`config.mk`:
```
export PLATFORM = sky130hd
export DESIGN_NAME = ifetch_queue
export DESIGN_NICKNAME = d
export VERILOG_FILES = /design/src/rtl/ifetch_queue_pkg.sv /design/src/rtl/ifetch_queue_sync_fifo.sv /design/src/rtl/ifetch_queue.sv
export SDC_FILE = /design/constraint.sdc
export NUM_CORES = 1
export LEC_CHECK = 0
export BUFFER_PORTS_ARGS = -buffer_cell sky130_fd_sc_hd__clkbuf_2
export CORE_MARGIN = 5
export CORE_UTILIZATION = 50
export DETAILED_ROUTE_END_ITERATION = 10
export PLACE_DENSITY = 0.73
export SYNTH_ARGS = -nofsm -noshare
export SYNTH_HDL_FRONTEND = slang
export SYNTH_SLANG_ARGS = --single-unit
export TNS_END_PERCENT = 1
```
`constraint.sdc`:
```
create_clock -name clk -period 3.5 [get_ports clk]
set_input_delay 0.875 -clock clk [delete_from_list [all_inputs] [get_ports clk]]
set_output_delay 0.875 -clock clk [all_outputs]
set_load 0.05 [all_outputs]
```
`src/rtl/ifetch_queue_pkg.sv`:
```
// Shared CPU constants and types for the instruction-fetch front end.
//   CPU_RESET_PC : first fetch address after reset
//   INST_W       : instruction width in bits
//   PC_INC       : sequential PC step
//   fq_entry_t   : one queue entry, {instruction, instruction address + 4}
package ifetch_queue_pkg;

    localparam logic [31:0] CPU_RESET_PC = 32'd0;
    localparam int          INST_W       = 32;
    localparam logic [31:0] PC_INC       = 32'd4;
    localparam int          ENTRY_W      = INST_W + 32;

    typedef struct packed {
        logic [INST_W-1:0] inst;
        logic [31:0]       pc4;
    } fq_entry_t;

endpackage

```
`src/rtl/ifetch_queue_sync_fifo.sv`:
```
// Synchronous FIFO holding fetched instructions.
//   clk, rst_n : clock, asynchronous active-low reset (pointers/count only)
//   push, din  : write one entry
//   pop        : remove the head entry
//   clear      : drop all entries; wins over push and pop
//   count      : number of valid entries (0..DEPTH)
//   head       : oldest entry, read straight from storage
module sync_fifo #(
    parameter int WIDTH = 64,
    parameter int DEPTH = 4
) (
    input  logic                       clk,
    input  logic                       rst_n,
    input  logic                       push,
    input  logic                       pop,
    input  logic                       clear,
    input  logic [WIDTH-1:0]           din,
    output logic [$clog2(DEPTH+1)-1:0] count,
    output logic [WIDTH-1:0]           head
);

    localparam int AW = $clog2(DEPTH);
    localparam int CW = $clog2(DEPTH+1);

    logic [WIDTH-1:0] mem [DEPTH];
    logic [AW-1:0]    rd_ptr;
    logic [AW-1:0]    wr_ptr;
    logic             do_push;
    logic             do_pop;

    assign do_pop  = pop && (count != '0) && !clear;
    // A full FIFO still takes a push when the head leaves in the same cycle.
    assign do_push = push && !clear && ((count != CW'(DEPTH)) || do_pop);

    always_ff @(posedge clk or negedge rst_n) begin
        if (!rst_n) begin
            rd_ptr <= '0;
            wr_ptr <= '0;
            count  <= '0;
        end else if (clear) begin
            rd_ptr <= '0;
            wr_ptr <= '0;
            count  <= '0;
        end else begin
            if (do_push) wr_ptr <= wr_ptr + AW'(1);
            if (do_pop)  rd_ptr <= rd_ptr + AW'(1);
            case ({do_push, do_pop})
                2'b10:   count <= count + CW'(1);
                2'b01:   count <= count - CW'(1);
                default: count <= count;
            endcase
        end
    end

    // Data storage carries no reset; validity comes from count alone.
    always_ff @(posedge clk) begin
        if (do_push) mem[wr_ptr] <= din;
    end

    assign head = mem[rd_ptr];

endmodule

```
`src/rtl/ifetch_queue.sv`:
```
// Instruction fetch queue: issues sequential instruction-memory reads under a
// credit limit, queues the returned words with their PC+4, and flushes on a
// redirect while discarding reads that were already in flight.
//   redirect, redirect_pc          : taken branch / jump from MEM and its target
//   imem_req, imem_addr, imem_ready: read request handshake
//   imem_rvalid, imem_rdata        : in-order read responses
//   out_valid, out_inst, out_pc4   : head entry presented to decode
//   out_ready                      : decode consumes the head (not load-use stalled)
module ifetch_queue
    import ifetch_queue_pkg::*;
#(
    parameter int          DEPTH    = 4,
    parameter int          MAX_OUT  = 2,
    parameter logic [31:0] RESET_PC = CPU_RESET_PC
) (
    input  logic              clk,
    input  logic              rst_n,
    input  logic              redirect,
    input  logic [31:0]       redirect_pc,
    output logic              imem_req,
    output logic [31:0]       imem_addr,
    input  logic              imem_ready,
    input  logic              imem_rvalid,
    input  logic [INST_W-1:0] imem_rdata,
    output logic              out_valid,
    output logic [INST_W-1:0] out_inst,
    output logic [31:0]       out_pc4,
    input  logic              out_ready
);

    localparam int CW = $clog2(DEPTH+1);
    localparam int OW = 2;
    localparam int SW = $clog2(DEPTH+MAX_OUT+1);

    logic              run;
    logic [31:0]       fetch_pc;
    logic [31:0]       resp_pc;
    logic [OW-1:0]     outstanding;
    logic [OW-1:0]     discard;
    logic [CW-1:0]     count;
    logic [SW-1:0]     credit_used;
    logic              accept;
    logic              push;
    logic              pop;
    fq_entry_t         push_e;
    fq_entry_t         head_e;

    // Every unanswered read owns a queue slot, so a response always fits.
    assign credit_used = SW'(count) + SW'(outstanding);
    assign imem_req    = run && !redirect
                       && (credit_used < SW'(DEPTH))
                       && (outstanding < OW'(MAX_OUT));
    assign imem_addr   = fetch_pc;
    assign accept      = imem_req && imem_ready;

    assign push   = imem_rvalid && !redirect && (discard == '0);
    assign pop    = out_valid && out_ready && !redirect;
    assign push_e = '{inst: imem_rdata, pc4: resp_pc + PC_INC};

    sync_fifo #(
        .WIDTH (ENTRY_W),
        .DEPTH (DEPTH)
    ) u_fifo (
        .clk   (clk),
        .rst_n (rst_n),
        .push  (push),
        .pop   (pop),
        .clear (redirect),
        .din   (push_e),
        .count (count),
        .head  (head_e)
    );

    assign out_valid = (count != '0);
    assign out_inst  = head_e.inst;
    assign out_pc4   = head_e.pc4;

    // outstanding counts every unanswered read, stale or not; discard is the
    // stale subset. On a redirect all reads still unanswered become stale,
    // which keeps discard <= outstanding <= MAX_OUT across chained redirects.
    always_ff @(posedge clk or negedge rst_n) begin
        if (!rst_n) begin
            run         <= 1'b0;
            fetch_pc    <= RESET_PC;
            resp_pc     <= RESET_PC;
            outstanding <= '0;
            discard     <= '0;
        end else begin
            run <= 1'b1;
            if (redirect) begin
                fetch_pc    <= redirect_pc;
                resp_pc     <= redirect_pc;
                outstanding <= outstanding - OW'(imem_rvalid);
                discard     <= outstanding - OW'(imem_rvalid);
            end else begin
                if (accept) fetch_pc <= fetch_pc + PC_INC;
                if (push)   resp_pc  <= resp_pc + PC_INC;
                if (imem_rvalid && (discard != '0))
                    discard <= discard - OW'(1);
                outstanding <= outstanding + OW'(accept) - OW'(imem_rvalid);
            end
        end
    end

endmodule
```
After elaboration in Yosys (flattened, before gate mapping)
Memory sizes are Yosys's and may differ from the RTL's.
Cells that the tools add are included.

word-level totals
  register bits after elaboration = 76
  memory bits (writable) = 256
  input bits = 70
  output and inout port bits = 98
  logic and storage cells = 64
  memories kept = 1

memories
  name        words  width  read ports  clocked after memory_dff  wr ports  RTL line                      RTL
  u_fifo.mem  4      64     1           0                         1         ifetch_queue_sync_fifo.sv:25  logic [WIDTH-1:0] mem [DEPTH];

cells by class
  add/sub/neg operators = 11
  magnitude comparators = 2
  equality and inequality tests = 3
  multiplexer cells = 15
  reductions and logical operators = 24

operator list
  kind                                                                number
  32-bit two-way mux                                                  4
  32-bit by 3-bit adder with 32-bit output, second input constant     2
  2-bit two-way mux                                                   7
  1-bit logical AND                                                   13
  2-bit nonzero test                                                  6
  3-bit case mux with 2 select lines                                  1
  3-bit nonzero test                                                  2
  2-bit by 1-bit adder with 2-bit output, second input constant       2
  2-bit by 1-bit subtractor with 2-bit output                         2
  3-bit by 1-bit adder with 3-bit output, second input constant       1
  3-bit by 2-bit adder with 3-bit output                              1
  3-bit less-than comparator, second input constant                   1
  3-bit two-way mux                                                   1
  3-bit inequality test, second input constant                        1
  3-bit by 1-bit subtractor with 3-bit output, second input constant  1
  2-bit by 1-bit adder with 2-bit output                              1
  2-bit by 1-bit == test with 1-bit output, second input constant     1
  2-bit == test, second input constant                                1
  2-bit zero test                                                     1
  2-bit less-than comparator, second input constant                   1
  1-bit two-way mux                                                   2
  2-bit by 1-bit subtractor with 2-bit output, second input constant  1
  1-bit zero test                                                     1
  1-bit logical OR                                                    1

Longest topological paths before layout
Gate-level depths: netlist of run 1.

  depth after elaboration = 10
  depth in mapped cells = 12
  depth with buffers taken out = 10

Modules after synthesis
A second synthesis of run 1 with hierarchy kept.

unflattened totals
  cell total of the unflattened synthesis = 877
  area, all modules = 14081.0 um2

by module, submodules not included
  module        instances  cells an instance  area each (um2)  sequential area each (um2)
  sync_fifo     1          380                9676.8           7862.5
  ifetch_queue  1          497                4404.2           1726.7

Least setup slack after synthesis of run 1
Ideal clock, no wire load.

  path type = reg-to-output
  start point = register outstanding[1]
  end point = output port imem_req
  arrival = 2.722 ns
  required time = 2.625 ns
  path slack = -0.097 ns
  cell stages (with the launch flop) = 5
  path buffers = 0
  cells stage by stage = dfrtp_1 > ha_1 > a311oi_1 > or3_2 > nor4bb_1

on the way
  longest elaborated chain between the ends = 4
  elaborated cells on any way between the ends = 5
  classes of those cells = add/sub (1); order compare (2); reduce/logical (2)

RTL lines
  item                                    RTL line             RTL
  start: declaration                      ifetch_queue.sv:38   logic [OW-1:0] outstanding;
  start signal: assignment                ifetch_queue.sv:93   outstanding <= outstanding - OW'(imem_rvalid);
  start signal: assignment                ifetch_queue.sv:100  outstanding <= outstanding + OW'(accept) - OW'(imem_rvalid);
  3-bit by 2-bit adder with 3-bit output  ifetch_queue.sv:49   assign credit_used = SW'(count) + SW'(outstanding);
  3-bit less-than comparator              ifetch_queue.sv:51   && (credit_used < SW'(DEPTH))
  1-bit logical AND                       ifetch_queue.sv:51
  1-bit logical AND *                     ifetch_queue.sv:52   && (outstanding < OW'(MAX_OUT));
  end: declaration                        ifetch_queue.sv:20   output logic imem_req,

Every way passes the cells marked *; elsewhere a longest branch is shown, timed or not.

Worst setup path in the final report of run 1
Same ends and word-level chain as after synthesis.

==> summary.md, run 1 <==
| Metric | Value |
|---|---|
| Pwr Total | `roughly 11 mW` |
| H-tree depth | `2` |
| Final WL | `about 29000 um` |
| Commonest non-fill, non-tap cell in the layout | `edfxtp_1` |
| Ys async rst share | `22.89%` |
| Largest net degree at the start of global routing | `49` |
| Worst r2r dst | `u_fifo.mem[0][28]$_DFFE_PP_` |
| PnR worst setup slack | `a little under 0.2 ns` |
| Initial antenna violation count | `0` |
| Status | `finished, final reports clean` |
| Cells after DPL | `roughly 1400` |
| WL per Instance | `19.91 um` |
| Kind of critical path | `flop to output port` |
| Reg clk slew, reported paths | `roughly 0.060 ns` |
| Met2 Use GR | `between 20% and 30%` |
| # DRC | `0` |
| Syn Area/Cell | `16.31 um2` |
| DP Area | `~15000 um2` |
| Psw | `about 3.5 mW` |
| M3 GR Usage | `~3.8%` |
| WP depth | `5` |
| Crit path launch | `outstanding[1]$_DFF_PN0_` |
| Slew Limit Headroom | `between 50% and 60%` |
| FMAX | `between 0.3 and 0.4 GHz` |
| Synth Register Bits | `approximately 330` |
| Worst Path Buf+Inv | `1` |
| Leading cell types in the layout, fill and taps excluded | `edfxtp_1 (256), clkbuf_2 (166), dfrtp_1 (74), mux4_2 (64), nand2_1 (44)` |
| CTS resizes | `0` |
| Starting Density | `between 50% and 60%` |
| Largest family of logic cells by synthesized area | `multiplexers` |
| Initial DRC Count | `500` |
| Final hold vios | `0` |
| R2R Setup Slk | `slightly above 1 ns` |
| CTS Buffer Depth | `3` |
| Slowest stage delay, CP | `0.47 ns` |
| Register share of total power | `a little over two fifths` |
| Int Pwr | `7.866 mW` |
| Post-Synth Simple-Gate Area | `8.360%` |
| Post-Synth XOR/XNOR Area | `4.757%` |
| Root Buffer | `clkbuf_16` |
| Max FO, Critical Path | `6` |
| Sw frac | `between 30 and 40%` |
| Non-Filler Instances | `1446` |
| Worst Setup EP | `imem_req` |
| Startpoint types | `flop` |
| Clock Latency Late Sink | `around 0.51 ns` |
| Area occupied by registers | `9594 um2` |
| Via count | `between 8000 and 9000` |
| First drt pass iteration count | `7` |
| Sequential element share of the synthesized area | `around 69%` |
| Gr usage total | `a little under a fifth` |
| Num CTS Buffers | `35` |
| Vias in the first global route | `around 8400` |
| # IOs | `about 170` |
| Netlist cell types | `57` |
| Multi-input gate area | `just over 4000 um2` |
| WP data required | `approximately 2.6 ns` |
| Post-Syn Area | `13990 um2` |
| Delay-heaviest family, CP | `flip-flops` |
| Share of post-route cells with drive strength above 1 | `roughly a third` |
| Fill count | `2097` |
| Total Nets Final | `approximately 1100` |
| Synthesized-area fraction occupied by adder cells | `under 10%` |
| Worst-case reg-to-reg path depth | `5` |
| Ant diodes | `0` |
| Post-route ant nets | `0` |
| RR Startpoint | `resp_pc[2]$_DFFE_PN0N_` |
| DP Worst Slack | `between 0.6 and 0.7 ns` |
| Post-synthesis mux area share | `11.61%` |
| Slew at the pin with the worst max-slew slack | `around 0.73 ns` |
| Die height | `around 180 um` |
| Synth Area in Compound Gates | `3.487%` |
| Post-CTS Hold Buffers | `0` |
| Grt ovf | `0` |
| Fin crit share | `roughly 94%` |
| Comb pwr share | `23.7%` |
| Worst EP arrival | `between 2 and 2.5 ns` |
| Maximum VDD drop | `around 0.41 mV` |
| RSZ-0062 raised after global routing | `false` |
| Final min period | `about 3.3 ns` |
| Met1 Resource Use GR | `26.44%` |
| Vias/cell | `roughly 5.6` |
| Finished Core Util | `about three fifths` |
| Leakage | `just under 6 nW` |
| Die X | `177.3 um` |
| Setup crit end kind | `output port` |
| Syn_nets | `940` |
| First-pass GRT wire length | `45510 um` |
| Max cap viols | `0` |
| Max Slew Vio Count | `0` |
| IO Port Bufs | `between 150 and 200` |
| Primary FF master, synth | `edfxtp_1` |
| Cell Rows | `just over 60` |
| Most Crowded Layer GR | `met2` |
| Sink Count | `approximately 330` |
| Crit-path cells | `ha_1, a311oi_1, or3_2, nor4bb_2, clkbuf_2` |
| Synthesized instance count | `around 860` |
| Clk_skew | `slightly above 0.01 ns` |
| CTS tree | `done` |
| Pwr Density | `between 600 and 700 nW/um2` |
| Final setup viols | `0` |
| Area growth, synth to finish | `18.81%` |
| Gpl congestion | `~0.9` |
| Post-CTS setup buffers | `0` |
| Crit-path slowest cell | `dfrtp_1` |
| Min-delay worst type | `primary input to asynchronous set/reset pin` |
| Core area | `~28000 um2` |
| Clock power share | `34.4%` |
| YS warnings | `0` |
| Post-synth EDFFs | `roughly 260` |
| Die area | `approximately 31000 um2` |
| Hpwl dp | `19430 um` |
| Finished Cell Area | `about 17000 um2` |
[cell families after synthesis]
kind of cell    after synthesis
buf+inv                      65
other cells                   1
xor+xnor                     76
flops                       332
compound gates               74
simple gates                217
fa+ha+maj                    12
mux                          81
[per-stage QoR]
stage / hold slack (ns) / TNS, ns
global placement: 0.5081 / 0
finish: 0.3860 / 0
detailed placement: 0.5300 / 0
CTS: 0.3888 / 0
global route: 0.4326 / 0
floorplan: 0.4760 / -12.98
[state kept, by name, summed over array words and instances (netlist names)]
signal and cells:
u_fifo.mem 256, imem_addr 32, resp_pc 32, u_fifo.count 3, discard 2, outstanding 2, u_fifo.rd_ptr 2, u_fifo.wr_ptr 2
run 1
[worst min path at each step]
stage                                  start                          to  slack, ns  cells after the start
floorplan             resp_pc[0]$_DFFE_PN0P_  u_fifo.mem[0][0]$_DFFE_PP_       0.48                      0
global placement    imem_addr[7]$_DFFE_PN0P_    imem_addr[7]$_DFFE_PN0P_       0.51                      1
detailed placement    resp_pc[1]$_DFFE_PN0P_  u_fifo.mem[2][1]$_DFFE_PP_       0.53                      0
CTS                                    rst_n   imem_addr[28]$_DFFE_PN0P_       0.39                      1
global route                           rst_n   imem_addr[19]$_DFFE_PN0P_       0.43                      1
finish                                 rst_n   imem_addr[28]$_DFFE_PN0P_       0.39                      1
[routing by layer]
metal	vias to the layer above	wire length (um)
met3	51	2108
met5	-	0
li1	3709	-
met4	0	541
met1	4029	12530
met2	334	13610
[synth_stat cells (9+ instances only)]
master / count / share of area (%)
edfxtp_1: 256 / 55
dfrtp_1: 76 / 14
mux4_2: 64 / 10
nand2_1: 44 / 1.2
xnor2_1: 41 / 2.6
xor2_1: 35 / 2.2
nor2_1: 32 / 0.86
nand3_1: 30 / 1.1
nand4_1: 28 / 1.3
clkbuf_1: 27 / 0.72
nor3_1: 25 / 0.89
o21ai_0: 23 / 0.82
inv_1: 20 / 0.54
nor4_1: 12 / 0.54
buf_2: 11 / 0.39
ha_1: 11 / 0.98
mux2_2: 10 / 0.80
a21oi_1: 9 / 0.32
and2_1: 9 / 0.40
[power groups by stage]
stage | Sequential, mW | Combinational, mW | Clock [mW]
2_1_floorplan | 4.85 | 2.02 | 0
3_3_place_gp | 4.83 | 2.71 | 0
3_5_place_dp | 4.85 | 2.73 | 0
4_1_cts | 4.77 | 2.74 | 4.02
5_1_grt | 4.80 | 2.87 | 4.20
6_report | 4.77 | 2.70 | 3.92
[layout make-up]
class | instances | share of cell area (%)
clock buffers | 47 | 5.787
well taps | 378 | 2.845
repair buffers | 191 | 6.728
inverters | 20 | 0.4515
clock inverters | 17 | 1.701
flip-flops and latches | 332 | 57.71
multi-input cells | 461 | 24.78
(Power assumes the default switching activity.)
==> run 2: changes to the inputs <==
--- a/config.mk
+++ b/config.mk
@@ -6,7 +6,7 @@
 export NUM_CORES = 1
 export LEC_CHECK = 0
 export BUFFER_PORTS_ARGS = -buffer_cell sky130_fd_sc_hd__clkbuf_2
-export CORE_MARGIN = 5
+export CORE_MARGIN = 4
 export CORE_UTILIZATION = 50
 export DETAILED_ROUTE_END_ITERATION = 10
 export PLACE_DENSITY = 0.73
==> summary.md, run 2 (synthesis gave the netlist of run 1 again) <==
| Metric | Value |
|---|---|
| Pwr Density | `664.7 nW/um2` |
| CTS resizes | `0` |
| Final hold vios | `0` |
| Worst Path Buf+Inv | `1` |
| First-pass GRT wire length | `about 45000 um` |
| Max cap viols | `0` |
| CTS Buffer Depth | `3` |
| Vias/cell | `5.516` |
| Largest net degree at the start of global routing | `65` |
| Clk_skew | `around 0.017 ns` |
| Register share of total power | `between 40% and 50%` |
| Via count | `between 7000 and 8000` |
| IO Port Bufs | `between 150 and 200` |
| Final WL | `between 20000 and 30000 um` |
| FMAX | `0.3034 GHz` |
| Die area | `between 30000 and 40000 um2` |
| Cell Rows | `60` |
| Largest register FFs | `~260` |
| Clock Latency Late Sink | `slightly above 0.5 ns` |
| Slew Limit Headroom | `49.29%` |
| Setup TNS | `0 ns` |
| DP Worst Slack | `between 0.7 and 0.8 ns` |
| Post-CTS Hold Buffers | `0` |
| Die height | `~180 um` |
| DP Area | `approximately 15000 um2` |
| Reg clk slew, reported paths | `around 0.060 ns` |
| Post-CTS setup buffers | `0` |
| Leading cell types in the layout, fill and taps excluded | `edfxtp_1 (256), clkbuf_2 (166), dfrtp_1 (74), mux4_2 (64), nand2_1 (44)` |
| Clock power share | `between 30% and 40%` |
| Gr usage total | `between 10% and 20%` |
| PnR worst setup slack | `roughly 0.20 ns` |
| Crit-path slowest cell | `dfrtp_1` |
| Comb pwr share | `between 20 and 25%` |
| Fill count | `roughly 2100` |
| Worst EP arrival | `~2.4 ns` |
| Fin crit share | `a little over nine tenths` |
| Min-delay worst type | `primary input to asynchronous set/reset pin` |
| Final setup viols | `0` |
| Psw | `roughly 3.5 mW` |
| R2R Setup Slk | `1.04 ns` |
| Initial DRC Count | `roughly 600` |
| Hpwl dp | `approximately 19000 um` |
| CTS tree | `done` |
| Finished Cell Area | `roughly 17000 um2` |
| # IOs | `168` |
| Startpoint types | `flop` |
| WL per Instance | `19.36 um` |
| Crit-path cells | `ha_1, a311oi_1, or3_2, nor4bb_2, clkbuf_2` |
| Slew at the pin with the worst max-slew slack | `between 0.7 and 0.8 ns` |
| H-tree depth | `2` |
| Ant diodes | `0` |
| Initial antenna violation count | `0` |
| Multi-input gate area | `roughly 4000 um2` |
| Int Pwr | `between 7 and 8 mW` |
| Delay-heaviest family, CP | `flip-flops` |
| Kind of critical path | `flop to output port` |
| Sw frac | `between 30% and 40%` |
| Commonest non-fill, non-tap cell in the layout | `edfxtp_1` |
| Register with the most flip-flops | `u_fifo.mem` |
| First drt pass iteration count | `5` |
| Leakage | `roughly 5.9 nW` |
| Max Slew Vio Count | `0` |
| Setup crit end kind | `output port` |
| Total Nets Final | `between 1000 and 1500` |
| Max FO, Critical Path | `6` |
| Post-route ant nets | `0` |
| Maximum VDD drop | `between 0.2 and 0.3 mV` |
| Root Buffer | `clkbuf_16` |
| Area growth, synth to finish | `18.19%` |
| Vias in the first global route | `approximately 8200` |
| Die X | `about 180 um` |
| Starting Density | `51.35%` |
| Cells after DPL | `approximately 1400` |
| RSZ-0062 raised after global routing | `false` |
| Final min period | `between 3 and 4 ns` |
| Sink Count | `~330` |
| Non-Filler Instances | `roughly 1400` |
| Gpl congestion | `about 0.8` |
| Area occupied by registers | `approximately 9600 um2` |
| WP data required | `2.62 ns` |
| Num CTS Buffers | `35` |
| Grt ovf | `0` |
| Hold_ws | `between 0.3 and 0.4 ns` |
| Status | `finished, final reports clean` |
| Slowest stage delay, CP | `0.46 ns` |
| Core area | `approximately 27000 um2` |
| Share of post-route cells with drive strength above 1 | `31.40%` |
| # DRC | `0` |
run 2: cell type report:
cell class / instances / share of cell area, %
clock buffers: 44 / 5.750
well taps: 372 / 2.814
clock inverters: 20 / 0.9759
repair buffers: 193 / 7.081
multi-input cells: 461 / 24.91
inverters: 20 / 0.4539
flip-flops and latches: 332 / 58.01
run 2: power by group through the flow:
stage          logic [mW]  registers [mW]  clock network [mW]
6_report             2.70            4.76                3.53
5_1_grt              2.88            4.80                3.81
4_1_cts              2.74            4.76                3.61
3_5_place_dp         2.74            4.84                   0
3_3_place_gp         2.72            4.83                   0
2_1_floorplan        2.02            4.85                   0
run 2: final timing paths:
kind | from | endpoint | depth (start not counted)
max | outstanding[1]$_DFF_PN0_ | imem_req | 5
min | rst_n | imem_addr[16]$_DFFE_PN0P_ | 1
max reg2reg | resp_pc[2]$_DFFE_PN0N_ | u_fifo.mem[1][26]$_DFFE_PP_ | 5
min reg2reg | imem_addr[21]$_DFFE_PN0P_ | imem_addr[21]$_DFFE_PN0P_ | 1
max in group asynchronous | rst_n | imem_addr[4]$_DFFE_PN0P_ | 2
min in group clk | imem_addr[21]$_DFFE_PN0P_ | imem_addr[21]$_DFFE_PN0P_ | 1
run 2: through the flow:
step                util, %  power [mW]
finish                60.69       10.99
global route          60.69       11.49
CTS                   60.69       11.12
detailed placement    56.61       7.579
global placement      56.61       7.549
floorplan                 -       6.871
run 2: routing by layer:
layer  global-route usage (%)  vias to the layer above  part of all wire, %
li1                         -                     3729                    -
met2                    29.19                      254                   47
met4                    4.124                        0                  1.3
met5                        0                        -                    0
met1                    27.67                     3943                   46
met3                    3.078                       28                  5.5
run 2: worst reg2reg max path: cells and delay by family (launching register included):
kind	cells	cell delay [ns]
AND/OR/NAND/NOR	3	1.08
flip-flops	1	0.44
adder cells (fa/ha/maj)	1	0.30
XOR/XNOR	1	0.40
